**src/rtl/loader_pkg.sv**
```systemverilog
// Shared types and constants for the UART program loader.
// Imported by the loader top and its timeout counter.
package loader_pkg;

    typedef enum logic [1:0] {
        SKIP    = 2'd0,
        COLLECT = 2'd1,
        CHK     = 2'd2,
        DONE    = 2'd3
    } state_t;

    localparam int          BYTE_W       = 8;
    localparam logic [31:0] HALT_DEFAULT = 32'hFFFF_FFFF;

    // Counter width that never collapses to zero bits.
    function automatic int cw(input int n);
        return (n > 1) ? $clog2(n) : 1;
    endfunction

endpackage

```
**src/rtl/uart_prog_loader_if.sv**
```systemverilog
// Byte-in / word-out bus between UART receiver, loader and
// instruction memory.
interface uart_prog_loader_if #(
    parameter int WORD_W = 32,
    parameter int ADDR_W = 7
);
    logic [7:0]        i_rx_data;
    logic              i_rx_done;
    logic [WORD_W-1:0] o_word;
    logic              o_word_valid;
    logic [ADDR_W-1:0] o_addr;

    modport master (
        output i_rx_data, i_rx_done,
        input  o_word, o_word_valid, o_addr
    );

    modport slave (
        input  i_rx_data, i_rx_done,
        output o_word, o_word_valid, o_addr
    );
endinterface

```
**src/rtl/loader_timeout_ctr.sv**
```systemverilog
// Idle-cycle counter: fires once after CYC enabled cycles with no
// clear, then starts over.
module loader_timeout_ctr
    import loader_pkg::*;
#(
    parameter int CYC = 50
)(
    input  logic i_clk,
    input  logic i_reset,
    input  logic i_clr,
    input  logic i_en,
    output logic o_fire
);

    localparam int CW = cw(CYC + 1);

    logic [CW-1:0] cnt;

    assign o_fire = i_en && !i_clr && (cnt == CW'(CYC - 1));

    always_ff @(posedge i_clk or posedge i_reset) begin
        if (i_reset)
            cnt <= '0;
        else if (i_clr || !i_en || o_fire)
            cnt <= '0;
        else
            cnt <= cnt + 1'b1;
    end

endmodule

```
**src/rtl/uart_prog_loader.sv**
```systemverilog
// UART byte stream -> instruction-memory word writer.
// Optional trailing checksum byte: define LOADER_CHECKSUM_EN.
module uart_prog_loader
    import loader_pkg::*;
#(
    parameter int BYTES_PER_WORD = 4,
    parameter int SKIP_BYTES     = 2,
    parameter int MEM_WORDS      = 25,
    parameter bit MSB_FIRST      = 1'b1,
    parameter logic [8*BYTES_PER_WORD-1:0] HALT_WORD = HALT_DEFAULT,
    parameter int TIMEOUT_CYC    = 0
)(
    input  logic              i_clk,
    input  logic              i_reset,
    input  logic              i_restart,
    uart_prog_loader_if.slave rx,
    output logic [BYTE_W-1:0] o_last_byte,
    output logic              o_busy,
    output logic              o_load_done,
    output logic              o_overflow,
    output logic              o_frame_err,
    output logic              o_chk_err
);

    localparam int WORD_W = BYTE_W * BYTES_PER_WORD;
    localparam int ADDR_W = $clog2(MEM_WORDS * BYTES_PER_WORD);
    localparam int KW     = cw(BYTES_PER_WORD);
    localparam int SW     = cw(SKIP_BYTES + 1);

    localparam logic [ADDR_W-1:0] LAST_ADDR =
        ADDR_W'((MEM_WORDS - 1) * BYTES_PER_WORD);
    localparam logic [ADDR_W-1:0] STEP = ADDR_W'(BYTES_PER_WORD);
    localparam logic [KW-1:0]     LAST_K = KW'(BYTES_PER_WORD - 1);

    localparam state_t START_ST = (SKIP_BYTES == 0) ? COLLECT : SKIP;
`ifdef LOADER_CHECKSUM_EN
    localparam state_t END_ST = CHK;
`else
    localparam state_t END_ST = DONE;
`endif

    state_t            state, state_n;
    logic [SW-1:0]     skip_cnt;
    logic [KW-1:0]     k;
    logic [KW-1:0]     lane;
    logic [ADDR_W-1:0] ptr;
    logic [WORD_W-1:0] acc, word_n;
    logic              last_k;
    logic              take, emit, skip_inc, ovf_set, to_fire;
`ifdef LOADER_CHECKSUM_EN
    logic              chk_take;
    logic [BYTE_W-1:0] xr;
`endif

    assign last_k = (k == LAST_K);
    assign lane   = MSB_FIRST ? (LAST_K - k) : k;
    assign o_busy = (k != '0);

    always_comb begin
        word_n = acc;
        word_n[lane*BYTE_W +: BYTE_W] = rx.i_rx_data;
    end

    always_ff @(posedge i_clk or posedge i_reset) begin
        if (i_reset)
            state <= START_ST;
        else
            state <= state_n;
    end

    always_comb begin
        state_n  = state;
        take     = 1'b0;
        emit     = 1'b0;
        skip_inc = 1'b0;
        ovf_set  = 1'b0;
`ifdef LOADER_CHECKSUM_EN
        chk_take = 1'b0;
`endif
        unique case (state)
            SKIP: begin
                if (rx.i_rx_done) begin
                    skip_inc = 1'b1;
                    if (skip_cnt == SW'(SKIP_BYTES - 1))
                        state_n = COLLECT;
                end
            end
            COLLECT: begin
                if (rx.i_rx_done) begin
                    take = 1'b1;
                    if (last_k) begin
                        emit = 1'b1;
                        if (word_n == HALT_WORD || ptr == LAST_ADDR)
                            state_n = END_ST;
                    end
                end
            end
            CHK: begin
                if (rx.i_rx_done) begin
`ifdef LOADER_CHECKSUM_EN
                    chk_take = 1'b1;
`endif
                    state_n = DONE;
                end
            end
            DONE: ovf_set = rx.i_rx_done;
            default: state_n = START_ST;
        endcase
        // A restart drops whatever byte arrives with it.
        if (i_restart)
            state_n = START_ST;
    end

    always_ff @(posedge i_clk or posedge i_reset) begin
        if (i_reset) begin
            skip_cnt        <= '0;
            k               <= '0;
            ptr             <= '0;
            acc             <= '0;
            rx.o_word       <= '0;
            rx.o_addr       <= '0;
            rx.o_word_valid <= 1'b0;
            o_last_byte     <= '0;
            o_load_done     <= 1'b0;
            o_overflow      <= 1'b0;
            o_frame_err     <= 1'b0;
        end else if (i_restart) begin
            skip_cnt        <= '0;
            k               <= '0;
            ptr             <= '0;
            acc             <= '0;
            rx.o_word       <= '0;
            rx.o_addr       <= '0;
            rx.o_word_valid <= 1'b0;
            o_last_byte     <= '0;
            o_load_done     <= 1'b0;
            o_overflow      <= 1'b0;
            o_frame_err     <= 1'b0;
        end else begin
            rx.o_word_valid <= emit;
            if (skip_inc)
                skip_cnt <= skip_cnt + 1'b1;
            if (take) begin
                o_last_byte <= rx.i_rx_data;
                acc         <= word_n;
                k           <= last_k ? '0 : k + 1'b1;
            end else if (to_fire) begin
                k           <= '0;
                o_frame_err <= 1'b1;
            end
            if (emit) begin
                rx.o_word <= word_n;
                rx.o_addr <= ptr;
                ptr       <= ptr + STEP;
            end
            if (state_n == DONE && state != DONE)
                o_load_done <= 1'b1;
            if (ovf_set)
                o_overflow <= 1'b1;
        end
    end

    generate
        if (TIMEOUT_CYC > 0) begin : g_to
            loader_timeout_ctr #(
                .CYC (TIMEOUT_CYC)
            ) u_to (
                .i_clk   (i_clk),
                .i_reset (i_reset),
                .i_clr   (rx.i_rx_done | i_restart),
                .i_en    (state == COLLECT && k != '0),
                .o_fire  (to_fire)
            );
        end else begin : g_no_to
            assign to_fire = 1'b0;
        end
    endgenerate

`ifdef LOADER_CHECKSUM_EN
    // Running XOR covers every payload byte, halt word included.
    always_ff @(posedge i_clk or posedge i_reset) begin
        if (i_reset) begin
            xr        <= '0;
            o_chk_err <= 1'b0;
        end else if (i_restart) begin
            xr        <= '0;
            o_chk_err <= 1'b0;
        end else begin
            if (take)
                xr <= xr ^ rx.i_rx_data;
            if (chk_take && rx.i_rx_data != xr)
                o_chk_err <= 1'b1;
        end
    end
`else
    assign o_chk_err = 1'b0;
`endif

endmodule
```
**src/flat_wrapper.sv**
```systemverilog
// flat-port wrapper written by rule: the top's interface ports become plain ports
module uart_prog_loader_flat import loader_pkg::*;
#(
    parameter int BYTES_PER_WORD = 4,
    parameter int SKIP_BYTES     = 2,
    parameter int MEM_WORDS      = 25,
    parameter bit MSB_FIRST      = 1'b1,
    parameter logic [8*BYTES_PER_WORD-1:0] HALT_WORD = HALT_DEFAULT,
    parameter int TIMEOUT_CYC    = 0
)
  (i_clk, i_reset, i_restart, o_last_byte, o_busy, o_load_done, o_overflow, o_frame_err, o_chk_err, rx_i_rx_data, rx_i_rx_done, rx_o_word, rx_o_word_valid, rx_o_addr);
  uart_prog_loader_if rx_i ();
  input  logic i_clk;
  input  logic i_reset;
  input  logic i_restart;
  output logic [BYTE_W-1:0] o_last_byte;
  output logic o_busy;
  output logic o_load_done;
  output logic o_overflow;
  output logic o_frame_err;
  output logic o_chk_err;
  input wire logic [$bits(rx_i.i_rx_data)-1:0] rx_i_rx_data;
  input wire logic [$bits(rx_i.i_rx_done)-1:0] rx_i_rx_done;
  output wire logic [$bits(rx_i.o_word)-1:0] rx_o_word;
  output wire logic [$bits(rx_i.o_word_valid)-1:0] rx_o_word_valid;
  output wire logic [$bits(rx_i.o_addr)-1:0] rx_o_addr;
  assign rx_i.i_rx_data = rx_i_rx_data;
  assign rx_i.i_rx_done = rx_i_rx_done;
  assign rx_o_word = rx_i.o_word;
  assign rx_o_word_valid = rx_i.o_word_valid;
  assign rx_o_addr = rx_i.o_addr;
  uart_prog_loader #(.BYTES_PER_WORD(BYTES_PER_WORD), .SKIP_BYTES(SKIP_BYTES), .MEM_WORDS(MEM_WORDS), .MSB_FIRST(MSB_FIRST), .HALT_WORD(HALT_WORD), .TIMEOUT_CYC(TIMEOUT_CYC)) u_core (.i_clk(i_clk), .i_reset(i_reset), .i_restart(i_restart), .rx(rx_i), .o_last_byte(o_last_byte), .o_busy(o_busy), .o_load_done(o_load_done), .o_overflow(o_overflow), .o_frame_err(o_frame_err), .o_chk_err(o_chk_err));
endmodule
```
**config.mk**
```make
export PLATFORM = sky130hd
export DESIGN_NAME = uart_prog_loader_flat
export DESIGN_NICKNAME = d
export VERILOG_FILES = /design/src/rtl/loader_pkg.sv /design/src/rtl/uart_prog_loader_if.sv /design/src/rtl/loader_timeout_ctr.sv /design/src/rtl/uart_prog_loader.sv /design/src/flat_wrapper.sv
export SDC_FILE = /design/constraint.sdc
export NUM_CORES = 1
export LEC_CHECK = 0
export CORE_MARGIN = 2
export CORE_UTILIZATION = 30
export DETAILED_ROUTE_END_ITERATION = 8
export DONT_BUFFER_PORTS = 1
export GPL_TIMING_DRIVEN = 0
export REMOVE_ABC_BUFFERS = 1
export SYNTH_ARGS = -nofsm -noshare
export SYNTH_HDL_FRONTEND = slang
export SYNTH_SLANG_ARGS = --single-unit
```
**constraint.sdc**
```tcl
create_clock -name i_clk -period 3.85 [get_ports i_clk]
set_input_delay 0.77 -clock i_clk [delete_from_list [all_inputs] [get_ports i_clk]]
set_output_delay 0.77 -clock i_clk [all_outputs]
set_load 0.01 [all_outputs]
```
# After elaboration in Yosys (flattened, before gate mapping)

Cells that the tools add are included.

Add/subtract/negate cells: 5
Multipliers: 0
Div/mod/pow operators: 0
Magnitude comparators: 0
Equal/unequal tests: 9
Shift operators: 2
Mux-type cells: 36
Bitwise logic cells: 0
Reductions and logical operators: 9

Operators by type and width:

| kind                                                  | number |
|---|---|
| 2-to-1 mux 32 bit                                     | 4 |
| negation 5 -> 34 bit                                  | 1 |
| variable shift 8 x 34 -> 32 bit, first input constant | 1 |
| indexed part select 8 x 34 -> 32 bit                  | 1 |
| bitwise mux 32 bit                                    | 1 |
| equality test 32 bit, second input constant           | 1 |
| 2-to-1 mux 7 bit                                      | 4 |
| 2-to-1 mux 2 bit                                      | 12 |
| 2-to-1 mux 8 bit                                      | 2 |
| 2-to-1 mux 1 bit                                      | 12 |
| nonzero test 2 bit                                    | 6 |
| equality test 2 bit, second input constant            | 4 |
| adder 7 x 3 -> 7 bit, second input constant           | 1 |
| equality test 7 bit, second input constant            | 1 |
| case mux 2 bit (3 select lines)                       | 1 |
| adder 2 x 1 -> 2 bit, second input constant           | 2 |
| equality test 2 x 1 -> 1 bit, second input constant   | 2 |
| zero test 2 bit                                       | 1 |
| != test 2 bit, second input constant                  | 1 |
| subtractor 2 bit, first input constant                | 1 |
| logical AND 1 bit                                     | 1 |
| logical OR 1 bit                                      | 1 |

Bits in registers: 95
Bits in latches: 0
RAM bits: 0
ROM bits: 0
Logic and storage cells: 72
Memories kept: 0

# Longest topological paths before layout

Word-level depth: 15
Gate-level depth with buffers: 9

# Worst setup path after synthesis

Ideal clock, no wire load.

Path type: flip-flop to flip-flop
From: register u_core.k[0]
To: register u_core.o_load_done
Data arrival time: 1.954 ns
Data required time: 3.773 ns
Path slack: 1.820 ns
Stages on the path, launching flop included: 10
Buffers on the path: 2
Clock period less this slack: 2.030 ns
Path through: dfrtp_1 > buf_6 > inv_1 > ha_1 > and3b_1 > buf_4 > nand4_1 > a2111oi_2 > nand4_1 > o21ai_1

Longest elaborated chain between the ends: 14

RTL lines:

| element                                                                                        | line                    | text |
|---|---|---|
| from (decl)                                                                                    | uart_prog_loader.sv:44  | `logic [KW-1:0] k;` |
| from (signal assigned)                                                                         | uart_prog_loader.sv:146 | `k <= last_k ? '0 : k + 1'b1;` |
| subtractor 2 bit                                                                               | uart_prog_loader.sv:56  | `assign lane = MSB_FIRST ? (LAST_K - k) : k;` |
| negation 5 -> 34 bit                                                                           | uart_prog_loader.sv:61  | `word_n[lane*BYTE_W +: BYTE_W] = rx.i_rx_data;` |
| indexed part select 8 x 34 -> 32 bit / variable shift 8 x 34 -> 32 bit (equally long branches) | uart_prog_loader.sv:61  |  |
| bitwise mux 32 bit                                                                             | uart_prog_loader.sv:61  |  |
| equality test 32 bit                                                                           | uart_prog_loader.sv:93  | `if (word_n == HALT_WORD \|\| ptr == LAST_ADDR)` |
| logical OR 1 bit                                                                               | uart_prog_loader.sv:93  |  |
| 2-to-1 mux 2 bit                                                                               | uart_prog_loader.sv:93  |  |
| 2-to-1 mux 2 bit (*)                                                                           | uart_prog_loader.sv:91  | `if (last_k) begin` |
| 2-to-1 mux 2 bit (*)                                                                           | uart_prog_loader.sv:89  | `if (rx.i_rx_done) begin` |
| case mux 2 bit (3 select lines) (*)                                                            | uart_prog_loader.sv:80  | `unique case (state)` |
| 2-to-1 mux 2 bit (*)                                                                           | uart_prog_loader.sv:110 | `if (i_restart)` |
| equality test 2 bit (*)                                                                        | uart_prog_loader.sv:156 | `if (state_n == DONE && state != DONE)` |
| logical AND 1 bit (*)                                                                          | uart_prog_loader.sv:156 |  |
| nonzero test 2 bit (no source line) (*)                                                        | -                       |  |
| to (signal assigned)                                                                           | uart_prog_loader.sv:124 | `o_load_done <= 1'b0;` |
| to (signal assigned)                                                                           | uart_prog_loader.sv:136 | `o_load_done <= 1'b0;` |
| to (signal assigned)                                                                           | uart_prog_loader.sv:157 | `o_load_done <= 1'b1;` |
| to (decl)                                                                                      | uart_prog_loader.sv:19  | `output logic o_load_done,` |

Every way passes the cells marked *; elsewhere a longest branch is shown, timed or not.
A chain may end at the register's enable or synchronous reset.

# Worst setup path in the final report

Same ends and word-level chain as after synthesis.

==> results.sh <==
export IMPL_status="completed"
export IMPL_dp_hpwl_mm=7.17
export IMPL_core_area_mm2=0.0140
export IMPL_drv_cap=0
export IMPL_cts_sinks=92
export IMPL_postCtsHoldBufs=0
export IMPL_final_cells=610
export IMPL_drc=0
export IMPL_die_y_um=124
export IMPL_cts_setup_buffers=0
export IMPL_yosysUniqueCellTypes=43
export IMPL_muxShareOfSynthArea=0.00462
export IMPL_synth_ff_type="dfrtp_1"
export IMPL_setup_violations_final=0
export IMPL_synthCells=447
export IMPL_drive_gt1_frac=0.0651
export IMPL_portBuffers=0
export IMPL_yosysWarningCount=0
export IMPL_wl_mm=10.5
export IMPL_ioPinCount=65
export IMPL_arrival_ns=3.28
export IMPL_syn_to_final_growth_pct=10.7
export IMPL_path_clk_slew_ns=0.07
export IMPL_min_path_type="in -> async"
export IMPL_diodes=0
export IMPL_first_iter_violations=225
export IMPL_drt_pass1_iter_count=4
export IMPL_syn_area_per_cell_um2=9.69
export IMPL_cts_buffers_inserted=9
export IMPL_wl_per_cell_um=17.1
export IMPL_gp_congestion=0.763
export IMPL_max_stage_delay_ns=0.59
export IMPL_cts_tree="built"
export IMPL_grt_usage=0.146
export IMPL_dr_max_layer_used="met4"
export IMPL_regToRegSetupSlack_ns=0.83
export IMPL_crit_chain="inv_1 > ha_1 > nor2b_1 > a31oi_1 > nor4_1 > nand4b_1 > o21ai_1"
export IMPL_grt_max_degree=91
export IMPL_rows=43
export IMPL_nets=445
export IMPL_synth_simple_area_share=0.194
export IMPL_fill_cells=1438
export IMPL_wl_met2_mm=4.93
export IMPL_grt_ovfl_total=0
export IMPL_synth_compound_area_frac=0.181
export IMPL_fp_dieArea_mm2=0.0154
export IMPL_fmax_mhz=331
export IMPL_grt_pass1_vias=3253
export IMPL_tightest_slew_ns=0.801
export IMPL_finalHoldViolations=0
export IMPL_syn_area_mm2=0.00433
export IMPL_crit_fanout=13
export IMPL_grt_pass1_wl_mm=17.4
export IMPL_ant_nets=0
export IMPL_wl_met1_mm=4.47
export IMPL_rsz0062_at_grt="no"
export IMPL_fin_crit_ns=3.02
export IMPL_power_density_mw_per_mm2=428
export IMPL_async_reset_ff_frac=1.00
export IMPL_viasPerCell=5.23
export IMPL_finalMaxSlewViolations=0
export IMPL_synth_fa_ha_area_frac=0.0231
export IMPL_crit_path_end_kind="register"
export IMPL_vias=3189
export IMPL_cts_root_buf="clkbuf_16"
export IMPL_start_util=0.310
export IMPL_die_x_um=124
export IMPL_seq_area_frac_synth=0.532
export IMPL_critical_path_class="reg -> reg"
export IMPL_cp_data_required_time_ns=4.12
export IMPL_fin_skew_ns=0.00758
export IMPL_p_leak_nw=1.93
export IMPL_placedCellCount=594
export IMPL_worstSkewPairLatency_ns=0.34
export IMPL_htreeDepth=3
export IMPL_hold_slack_ns=0.334
export IMPL_synth_edf_count=0
export IMPL_start_kind="register"
export IMPL_vdd_ir_drop_max_mv=0.185
export IMPL_fin_crit_sh=0.784
export IMPL_dr_wl_met3_um=909
export IMPL_ctsResizeCount=0
export IMPL_antenna_found_initial=0
export IMPL_cts_buffer_depth=2
export IMPL_synthXorXnorAreaFrac=0.0101
export IMPL_synth_seq_cells=92
export IMPL_critPathSlowestCell="dfrtp_1"
export IMPL_slew_headroom=0.466
export IMPL_synth_top_family_by_area="simple AND/OR/NAND/NOR gates"
metal layers:
metal / up-vias / GRT usage
met2: 88 / 0.228
met5: - / 0
li1: 1543 / -
met1: 1548 / 0.194
met4: 0 / 0.0442
met3: 10 / 0.0472
cells in the mapped netlist (2+ instances only):
cell | n | share of area
dfrtp_1 | 92 | 0.53
nor2_1 | 59 | 0.051
nand2_1 | 54 | 0.047
a211oi_1 | 52 | 0.090
a21oi_1 | 33 | 0.038
nor2b_1 | 28 | 0.040
a31oi_1 | 23 | 0.033
clkbuf_1 | 18 | 0.016
buf_2 | 12 | 0.014
inv_1 | 10 | 0.0087
ha_1 | 8 | 0.023
buf_4 | 7 | 0.012
nand4_1 | 5 | 0.0072
nor4_1 | 5 | 0.0072
and2b_1 | 4 | 0.0069
a32oi_1 | 3 | 0.0061
and4b_1 | 3 | 0.0069
xor2_1 | 3 | 0.0061
and3b_1 | 2 | 0.0040
mux2i_1 | 2 | 0.0046
xnor2_1 | 2 | 0.0040
cells in the final DEF (no fill, tap or decap), types with 3 or more instances in the layout:
cell type / instances
nand2_1: 54
inv_1: 9
a211oi_1: 52
nor4_1: 5
a21oi_1: 33
a32oi_1: 3
ha_1: 8
a31oi_1: 23
xor2_1: 3
nor2_1: 59
and2b_1: 4
clkbuf_16: 9
nand4_1: 5
buf_16: 3
clkbuf_8: 3
dfrtp_1: 92
nor2b_1: 28
stage by stage:
stage	power [mW]	cell area (µm²)	utilization	setup TNS (ns)	setup WS (ns)
after global placement	1.14	4370	0.312	-52.81	-1.40
after CTS	2.08	4790	0.343	0	0.974
after global routing	2.13	4790	0.343	0	0.739
final	2.05	4790	0.343	0	0.833
after floorplan	1.11	4140	-	-0.0149	-0.0149
after detailed placement	1.15	4480	0.320	0	0.988
sequential cells by signal, summed over array words and instances (netlist names), 2 cells and up:
register and flops:
u_core.acc 32, u_core.rx.o_word 32, u_core.o_last_byte 8, u_core.rx.o_addr 6, u_core.ptr 5, u_core.k 2
u_core.skip_cnt 2, u_core.state 2
where the power goes:
part / switching (mW) / internal [mW]
Sequential: 0.0140 / 0.986
Clock: 0.365 / 0.557
Combinational: 0.0863 / 0.0465
Total: 0.465 / 1.59
worst max-delay path, delay by kind of cell, from the launching register on:
| kind | cells | cell delay (ns) |
|---|---|---|
| simple gates | 3 | 1.34 |
| compound gates | 2 | 0.45 |
| flops | 1 | 0.59 |
| fa+ha+maj | 1 | 0.44 |
| buf+inv | 1 | 0.12 |
cell type report:
cell class	instances	area [µm²]	area share
tap	180	225	0.0470
clock buffer	13	270	0.0564
multi-input combinational	307	1810	0.377
sequential	92	2300	0.480
clock inverter	3	43.8	0.00913
timing repair buffer	4	103	0.0214
inverter	11	43.8	0.00913
cell families (layout without fill, tap and decap cells):
| group | count (synthesis) | after routing |
|---|---|---|
| simple gates | 172 | 172 |
| other cells | 1 | 2 |
| fa+ha+maj | 8 | 8 |
| flops | 92 | 92 |
| buf+inv | 49 | 31 |
| mux | 2 | 2 |
| compound gates | 118 | 118 |
| xor+xnor | 5 | 5 |
final timing paths:
kind / from / end / depth (start not counted)
setup / recovery: u_core.k[0] / u_core.o_load_done / 7
hold / removal: i_reset / u_core.o_last_byte[6] / 1
setup reg to reg: u_core.k[0] / u_core.o_load_done / 7
hold reg to reg: u_core.acc[2] / u_core.acc[2] / 2
max in group asynchronous: i_reset / u_core.rx.o_word[11] / 2
min in group i_clk: i_restart / u_core.o_last_byte[3] / 1
Power figures use the tool's default switching activity.
